--- config.mk ---
export PLATFORM = sky130hd
export DESIGN_NAME = mips_memory_arbiter
export DESIGN_NICKNAME = d
export VERILOG_FILES = /design/src/rtl/mips_memory_arbiter.sv
export SDC_FILE = /design/constraint.sdc
export NUM_CORES = 1
export LEC_CHECK = 0
export BUFFER_PORTS_ARGS = -buffer_cell sky130_fd_sc_hd__buf_4
export CAP_MARGIN = 10
export CORE_MARGIN = 2
export CORE_UTILIZATION = 39
export CTS_CLUSTER_DIAMETER = 200
export DETAILED_ROUTE_END_ITERATION = 16
export PLACE_DENSITY_LB_ADDON = 0.15
export SYNTH_ARGS = -nofsm -noshare
export SYNTH_HDL_FRONTEND = slang
export SYNTH_SLANG_ARGS = --single-unit
export TNS_END_PERCENT = 5
--- constraint.sdc ---
create_clock -name clk -period 3.5 [get_ports clk]
set_input_delay 0.175 -clock clk [delete_from_list [all_inputs] [get_ports clk]]
set_output_delay 0.175 -clock clk [all_outputs]
set_load 0.02 [all_outputs]
--- src/rtl/mips_memory_arbiter.sv ---
`default_nettype none
// ============================================================================
// Module   : mips_memory_arbiter
// Purpose  : Shares the single memory datapath port between the instruction
//            fetch requester and the data (load/store) requester. Data wins
//            arbitration unless a waiting fetch has been starved STARVE_MAX
//            times. Each access is one registered command, then a one-cycle
//            acknowledge carrying read data or a misalignment fault.
//            Memory control encoding (4 bits):
//              [3]   WriteEnable
//              [2]   ByteExtend (1 = signed, 0 = unsigned)
//              [1:0] ByteEnable (0 None, 1 Byte, 2 Half, 3 Word)
// Revision : 1.0 - initial release
// ============================================================================
module mips_memory_arbiter #(
  parameter int ADDR_L     = 64,
  parameter int ADDR_W     = $clog2(ADDR_L),
  parameter int STARVE_MAX = 4
) (
  input  logic              clk,
  input  logic              rst_n,
  input  logic              i_req,
  input  logic [ADDR_W+1:0] i_addr,
  output logic              i_ack,
  output logic              i_err,
  output logic [31:0]       i_data,
  input  logic              d_req,
  input  logic [3:0]        d_control,
  input  logic [ADDR_W+1:0] d_addr,
  input  logic [31:0]       d_wdata,
  output logic              d_ack,
  output logic              d_err,
  output logic [31:0]       d_rdata,
  output logic [3:0]        m_control,
  output logic [ADDR_W+1:0] m_addr,
  output logic [31:0]       m_data,
  input  logic [31:0]       m_out
);

  localparam int          CW        = $clog2(STARVE_MAX + 1);
  localparam logic [CW-1:0] CNT_MAX = CW'(STARVE_MAX);
  localparam logic [1:0]  BE_HALF   = 2'd2;
  localparam logic [1:0]  BE_WORD   = 2'd3;
  localparam logic [3:0]  CTL_NONE  = 4'b0000;
  // Fetches are always unsigned word reads.
  localparam logic [3:0]  CTL_FETCH = 4'b0011;
  localparam logic        OWN_I     = 1'b0;
  localparam logic        OWN_D     = 1'b1;

  typedef enum logic [1:0] {
    S_IDLE  = 2'd0,
    S_CMD   = 2'd1,
    S_RESP  = 2'd2,
    S_FAULT = 2'd3
  } state_t;

  state_t            state, state_n;
  logic [CW-1:0]     cnt;
  logic              owner;
  logic [3:0]        lat_ctl;
  logic [ADDR_W+1:0] m_addr_q;
  logic [31:0]       m_data_q;
  logic [31:0]       i_data_q;
  logic [31:0]       d_rdata_q;
  logic              grant_i, grant_d;
  logic              pick_d, pick_i;
  logic              mis_i, mis_d;

  // Plain arbitration winner; the caller applies the "not the one being acked" rule.
  assign pick_d = d_req && !((cnt == CNT_MAX) && i_req);
  assign pick_i = i_req && !pick_d;

  // Alignment of each requester's pending access.
  assign mis_i = (i_addr[1:0] != 2'b00);
  assign mis_d = ((d_control[1:0] == BE_HALF) && d_addr[0]) ||
                 ((d_control[1:0] == BE_WORD) && (d_addr[1:0] != 2'b00));

  assign m_addr = m_addr_q;
  assign m_data = m_data_q;

  // State register.
  always_ff @(posedge clk or negedge rst_n) begin
    if (!rst_n) state <= S_IDLE;
    else        state <= state_n;
  end

  // Next-state, grant decisions and handshake outputs.
  always_comb begin
    state_n   = state;
    grant_i   = 1'b0;
    grant_d   = 1'b0;
    i_ack     = 1'b0;
    i_err     = 1'b0;
    d_ack     = 1'b0;
    d_err     = 1'b0;
    m_control = CTL_NONE;
    i_data    = i_data_q;
    d_rdata   = d_rdata_q;
    case (state)
      S_IDLE: begin
        grant_d = pick_d;
        grant_i = pick_i;
      end
      S_CMD: begin
        m_control = lat_ctl;
        state_n   = S_RESP;
      end
      S_RESP, S_FAULT: begin
        if (owner == OWN_I) begin
          i_ack = 1'b1;
          i_err = (state == S_FAULT);
          if (state == S_RESP) i_data = m_out;
        end else begin
          d_ack = 1'b1;
          d_err = (state == S_FAULT);
          if ((state == S_RESP) && !lat_ctl[3]) d_rdata = m_out;
        end
        // The requester being acked still holds its stale request this cycle,
        // so it may not be re-granted; if it would win, fall back to IDLE.
        grant_d = pick_d && (owner == OWN_I);
        grant_i = pick_i && (owner == OWN_D);
        state_n = S_IDLE;
      end
      default: state_n = S_IDLE;
    endcase
    if (grant_d)      state_n = mis_d ? S_FAULT : S_CMD;
    else if (grant_i) state_n = mis_i ? S_FAULT : S_CMD;
  end

  // Request latch, command registers, read-data capture and starvation counter.
  always_ff @(posedge clk or negedge rst_n) begin
    if (!rst_n) begin
      cnt       <= '0;
      owner     <= OWN_I;
      lat_ctl   <= CTL_NONE;
      m_addr_q  <= '0;
      m_data_q  <= '0;
      i_data_q  <= '0;
      d_rdata_q <= '0;
    end else begin
      if (!i_req || grant_i)              cnt <= '0;
      else if (grant_d && cnt != CNT_MAX) cnt <= cnt + 1'b1;

      if (grant_d) begin
        owner   <= OWN_D;
        lat_ctl <= d_control;
        if (!mis_d) begin
          m_addr_q <= d_addr;
          m_data_q <= d_wdata;
        end
      end else if (grant_i) begin
        owner   <= OWN_I;
        lat_ctl <= CTL_FETCH;
        if (!mis_i) begin
          m_addr_q <= i_addr;
          m_data_q <= 32'd0;
        end
      end

      if (state == S_RESP) begin
        if (owner == OWN_I)     i_data_q  <= m_out;
        else if (!lat_ctl[3])   d_rdata_q <= m_out;
      end
    end
  end

endmodule
`default_nettype wire

# ---- Yosys cells after proc, flatten, opt, wreduce, memory -nomap -nowiden
# Cells that the tools add are included.
dict set report word_totals {
  word_cells 81
  input_bits 88
  romBits 0
  regBits 114
  latchBits 0
  memories 0
  out_inout_bits 112
  mem_bits_rw 0
}
dict set report op_classes {
  n_shift 0
  mul 0
  order_cmp 0
  n_addsub 1
  n_reduce_logical 25
  div 0
  n_eq_ne 9
  bitwise_logic 2
  muxes 36
}
# cell n
set ops {}
lappend ops {{two-way mux 32 bit} 10}
lappend ops {{two-way mux 8 bit} 4}
lappend ops {{two-way mux 4 bit} 3}
lappend ops {{two-way mux 1 bit} 10}
lappend ops {{logical AND 1 bit} 9}
lappend ops {{== test 2 bit (second input constant)} 4}
lappend ops {{two-way mux 2 bit} 4}
lappend ops {{nonzero test 2 bit} 4}
lappend ops {{two-way mux 3 bit} 2}
lappend ops {{AND reduction 3 bit} 2}
lappend ops {{zero test 1 bit} 4}
lappend ops {{inequality test 2 bit (second input constant)} 2}
lappend ops {{case mux 1 bit (2 select lines)} 2}
lappend ops {{case mux 2 bit (2 select lines)} 1}
lappend ops {{nonzero test 4 bit} 1}
lappend ops {{adder 3 x 1 -> 3 bit (second input constant)} 1}
lappend ops {{== test 3 bit (second input constant)} 1}
lappend ops {{inequality test 3 bit (second input constant)} 1}
lappend ops {{== test 2 x 1 -> 1 bit (second input constant)} 1}
lappend ops {{zero test 2 bit} 1}
lappend ops {{logical OR 1 bit} 2}
lappend ops {{NOT 1 bit} 2}
lappend ops {{AND reduction 2 bit} 1}
lappend ops {{OR reduction 2 bit} 1}

# ---- Longest topological paths before layout
dict set report depth {
  word_depth 10
  ltp_mapped 8
  ltp_nobuf 7
}

# ---- Worst setup path before layout
# No wires, ideal clock.
dict set report synth_path {
  path_type {register to register}
  start {register cnt[0]}
  end {register m_addr_q[0], in the netlist m_addr[0]}
  synth_period_minus_slack_ns 2.085
  path_stages_with_launch 8
  setup_time_ns 0.125
  n_path_buf 1
  required_ns 3.375
  arrival_ns 1.960
  slack_ns 1.415
  cell_sequence {dfrtp_1 -> inv_1 -> ha_1 -> nand2_1 -> a221o_1 -> o32ai_4 -> buf_4 -> mux2_2}
}
dict set report synth_between {
  elab_chain_len 10
  word_cells_on_any_way 15
  classes_between {3 x eq/ne; 3 x mux; 9 x reduce/logical}
}
# element line_no
set synth_rtl {}
lappend synth_rtl {{from (decl)} 58} ;# logic [CW-1:0] cnt;
lappend synth_rtl {{from (signal assigned)} 142} ;# else if (grant_d && cnt != CNT_MAX) cnt <= cnt + 1'b1;
lappend synth_rtl {{== test 3 bit (*)} 70} ;# assign pick_d = d_req && !((cnt == CNT_MAX) && i_req);
lappend synth_rtl {{logical AND 1 bit (*)} 70}
lappend synth_rtl {{zero test 1 bit (*)} 70}
lappend synth_rtl {{logical AND 1 bit (*)} 70}
lappend synth_rtl {{zero test 1 bit} 71} ;# assign pick_i = i_req && !pick_d;
lappend synth_rtl {{logical AND 1 bit} 71}
lappend synth_rtl {{logical AND 1 bit} 121} ;# grant_i = pick_i && (owner == OWN_D);
lappend synth_rtl {{case mux 1 bit (2 select lines)} 99} ;# case (state)
lappend synth_rtl {{nonzero test 2 bit (no source line)} n/a}
lappend synth_rtl {{AND reduction 3 bit (no source line)} n/a}
lappend synth_rtl {{to (signal assigned)} 148} ;# m_addr_q <= d_addr;
lappend synth_rtl {{to (signal assigned)} 155} ;# m_addr_q <= i_addr;
lappend synth_rtl {{to (decl)} 61} ;# logic [ADDR_W+1:0] m_addr_q;
# Every way passes the cells marked *; elsewhere a longest branch is shown, timed or not.
# A chain may end at the register's enable or synchronous reset.

# ---- Worst setup path after layout
dict set report layout_path {
  start {register state[1]}
  end {output port i_data[29]}
}
dict set report layout_between {
  elab_chain_len 4
  word_cells_on_any_way 6
  classes_between {2 x eq/ne; 3 x mux; 1 x reduce/logical}
}
# element line_no
set layout_rtl {}
lappend layout_rtl {{from (decl)} 57} ;# state_t state, state_n;
lappend layout_rtl {{from (signal assigned)} 84} ;# else state <= state_n;
lappend layout_rtl {{== test 2 bit} {99, 112}}
lappend layout_rtl {{two-way mux 32 bit} 112} ;# if (state == S_RESP) i_data = m_out;
lappend layout_rtl {{two-way mux 32 bit} 109} ;# if (owner == OWN_I) begin
lappend layout_rtl {{two-way mux 32 bit (*)} 99}
lappend layout_rtl {{to (decl)} 26} ;# output logic [31:0] i_data,
# Marks and branches as above.

==> flow_summary.ini <==
[status]
status = finished clean

[logic_synthesis]
synth.cell_area_mm2 = 0.00548
synth_async_sr_flop_share_pct = 100
syn-num-nets = 517
syn_avg_cell_area_um2 = 12.8
library_cells_used_by_synthesis = 30
yosys.area.top_type_share_pct = 52.1
synth_ff_type = sky130_fd_sc_hd__dfrtp_1
yosys.area.top_type = sky130_fd_sc_hd__dfrtp_1
syn_inst = 427
synth_warnings = 0
synth_sequential_area_ratio_pct = 52.1
synth_area_leaders = sky130_fd_sc_hd__dfrtp_1 52%, sky130_fd_sc_hd__mux2_2 29%, sky130_fd_sc_hd__mux2i_1 6.0%, sky130_fd_sc_hd__nand2_1 2.7%, sky130_fd_sc_hd__inv_1 2.7%
synth_enable_flop_cells = 0
postSynthRegisterBits = 114

[worst_setup_path]
setup.worst_path.start = state[1]
reg2reg_setup_slack_ns = 0.92
maximum_fanout_along_the_worst_path = 42
crit_path_end = i_data[29]
critPathKind = reg -> out
critPathArrivalTime_ns = 2.53
critPathBufInv = 2
worst_path_dominant_cell_family = simple AND/OR/NAND/NOR gates
max_stage_delay_ns = 0.57
path_cells = nor2b_1 -> and2_2 -> buf_12 -> mux2_2 -> buf_4
worst-endpoint-required_ns = 3.32
reg2reg_to = m_data[18]
end_kind = output pin
rr_startpoint = cnt[0]
crit_path_start_kind = register
worstSetupPathDepth = 5
r2r.worst_path.cells = 7
crit_path_max_delay_cell_type = sky130_fd_sc_hd__and2_2

[floorplan]
dieWidth_um = 122
initial_utilization_pct = 39.8
placement_rows = 43
io_pins = 200
die_area_mm2 = 0.0150
floorplan.die.height_um = 122
core_area_mm2 = 0.0138

[clocking]
cts_sinks = 114
cts_buffer_depth = 2
cts_post_setup_buffers_inserted = 0
clock_tree.htree_level_count = 4
clk_transition_reported_paths_ns = 0.05
ctsHoldBuffers = 7
cts_inserted_buffers = 17
clk-insertion-delay-late_ns = 0.40
postCtsResizedCells = 0
tritoncts = built
clock-root-buffer = sky130_fd_sc_hd__clkbuf_16

[placed_design]
dp.final_hpwl_um = 8530
place_congestion = 0.757
placed_cells = 790
portBuffers = 199
placed_area_mm2 = 0.00717

[global_route]
first_global_vias = 3922
grt-ovfl-total = 0
gr-usage-all-layers_pct = 16.6
antenna_violations_before_repair = 0
grt_pass1_wl_um = 19300
largest_net_degree_at_the_start_of_global_routing = 80

[finish]
final_area_mm2 = 0.00780
ratio_of_cells_with_drive_above_1_in_the_final_layout_pct = 58.6
postLayoutCoreUtil_pct = 56.7
n_antenna_cell = 0
areaGrowthSynthToFinish_pct = 42.6
finish.cell_count_without_fillers = 829
final_common_cell = sky130_fd_sc_hd__buf_4
final_nets = 726
mostFrequentLayoutCells = 202 x sky130_fd_sc_hd__buf_4, 143 x sky130_fd_sc_hd__mux2_2, 114 x sky130_fd_sc_hd__dfrtp_1

[power]
finalPower_mw = 7.57
p_per_area_mw_per_mm2 = 970
ir_worst_vdd_mv = 0.384
leakage_nw = 3.64

[hold_path]
hold_path_class = in -> reg
timing.hold.worst.start = d_wdata[2]

[detailed_routing]
drt_iter0_markers = 157
route.detailed.wl_per_inst_um = 14.8
finalWirelength_um = 12300
route.vias.total = 3981
drt_pass1_iterations = 4
drc_errors = 0
routed_vias_inst = 4.80
drt.antenna.violating_nets = 0

[sta]
hold_violations = 0
maxSlewHeadroom_pct = 33.2
fmax_mhz = 370
final_max_slew_viol_count = 0
worstMarginPinSlew_ns = 1.00
worst_clock_skew_ns = 0.00502
layout_worst_path_cycle_share_pct = 77.3
grt_setup_unrepaired = no
setup-violations-final = 0
fin_setup_tns_ns = 0
period_needed_ns = 2.71

[run]
max-cap-violations = 0
[cell usage after synthesis, types with 2 or more instances]
library cell / instances
sky130_fd_sc_hd__nand3_1: 4
sky130_fd_sc_hd__clkbuf_1: 5
sky130_fd_sc_hd__and2_1: 7
sky130_fd_sc_hd__nor2_1: 3
sky130_fd_sc_hd__ha_1: 2
sky130_fd_sc_hd__a22o_1: 2
sky130_fd_sc_hd__mux2_2: 143
sky130_fd_sc_hd__dfrtp_1: 114
sky130_fd_sc_hd__mux2i_1: 33
sky130_fd_sc_hd__nand2_1: 40
sky130_fd_sc_hd__buf_4: 4
sky130_fd_sc_hd__inv_1: 39
sky130_fd_sc_hd__a21oi_1: 3
sky130_fd_sc_hd__buf_2: 12
[routing by layer]
metal	up-vias	GRT usage, %	routed length, um
met5	-	0	0
met2	138	25.7	5560
met4	0	5.17	117
met1	1949	21.5	5560
met3	11	6.69	1060
li1	1883	-	-
[flip-flops by register name (all words and copies together) (netlist names)]
register and count:
m_data 32, cnt 3, m_addr 8, state 2, i_data_q 32, lat_ctl 4, owner 1, d_rdata_q 32
[final cells by class]
cell class              count  area, um^2
clock buffers              21         450
fillers                  1208        5970
well taps                 180         225
repair buffers            212        1650
flip-flops and latches    114        2850
clock inverters            11         113
inverters                  39         146
multi-input cells         252        2370
[cell families after synthesis]
logic type	after synthesis	synth area share (%)
AO/OA/AOI/OAI	12	1.99
multiplexers	177	35.6
XOR/XNOR	1	0.160
adder cells (fa/ha/maj)	2	0.457
flip-flops	114	52.1
buffers and inverters	61	4.73
AND/OR/NAND/NOR	60	4.91
[power breakdown]
part	internal, mW	switching [mW]	total [mW]
sequential	1.88	0.293	2.18
combinational	1.91	1.85	3.76
clock	1.06	0.579	1.63
total	4.85	2.72	7.57
[worst min path at each step]
| stage | end | cells after the start |
|---|---|---|
| 6_report | m_data[2] | 3 |
| 5_1_grt | m_data[0] | 3 |
| 2_1_floorplan | cnt[0] | 0 |
| 3_3_place_gp | d_rdata_q[8] | 1 |
| 4_1_cts | m_data[2] | 3 |
| 3_5_place_dp | d_rdata_q[8] | 1 |
[stage by stage]
stage / hold slack (ns) / setup WS (ns)
after floorplan: -0.121 / 1.42
after global routing: 0.00976 / 0.585
after global placement: 0.404 / 1.05
final: 0.0196 / 0.795
after detailed placement: 0.412 / 0.911
after CTS: 0.000930 / 0.740
[worst min-delay path: stages]
cell and delay, ns:
sky130_fd_sc_hd__buf_4 0.11, sky130_fd_sc_hd__nand2_1 0.05, sky130_fd_sc_hd__mux2i_1 0.05
No activity file was read; power rests on OpenSTA's default activity.
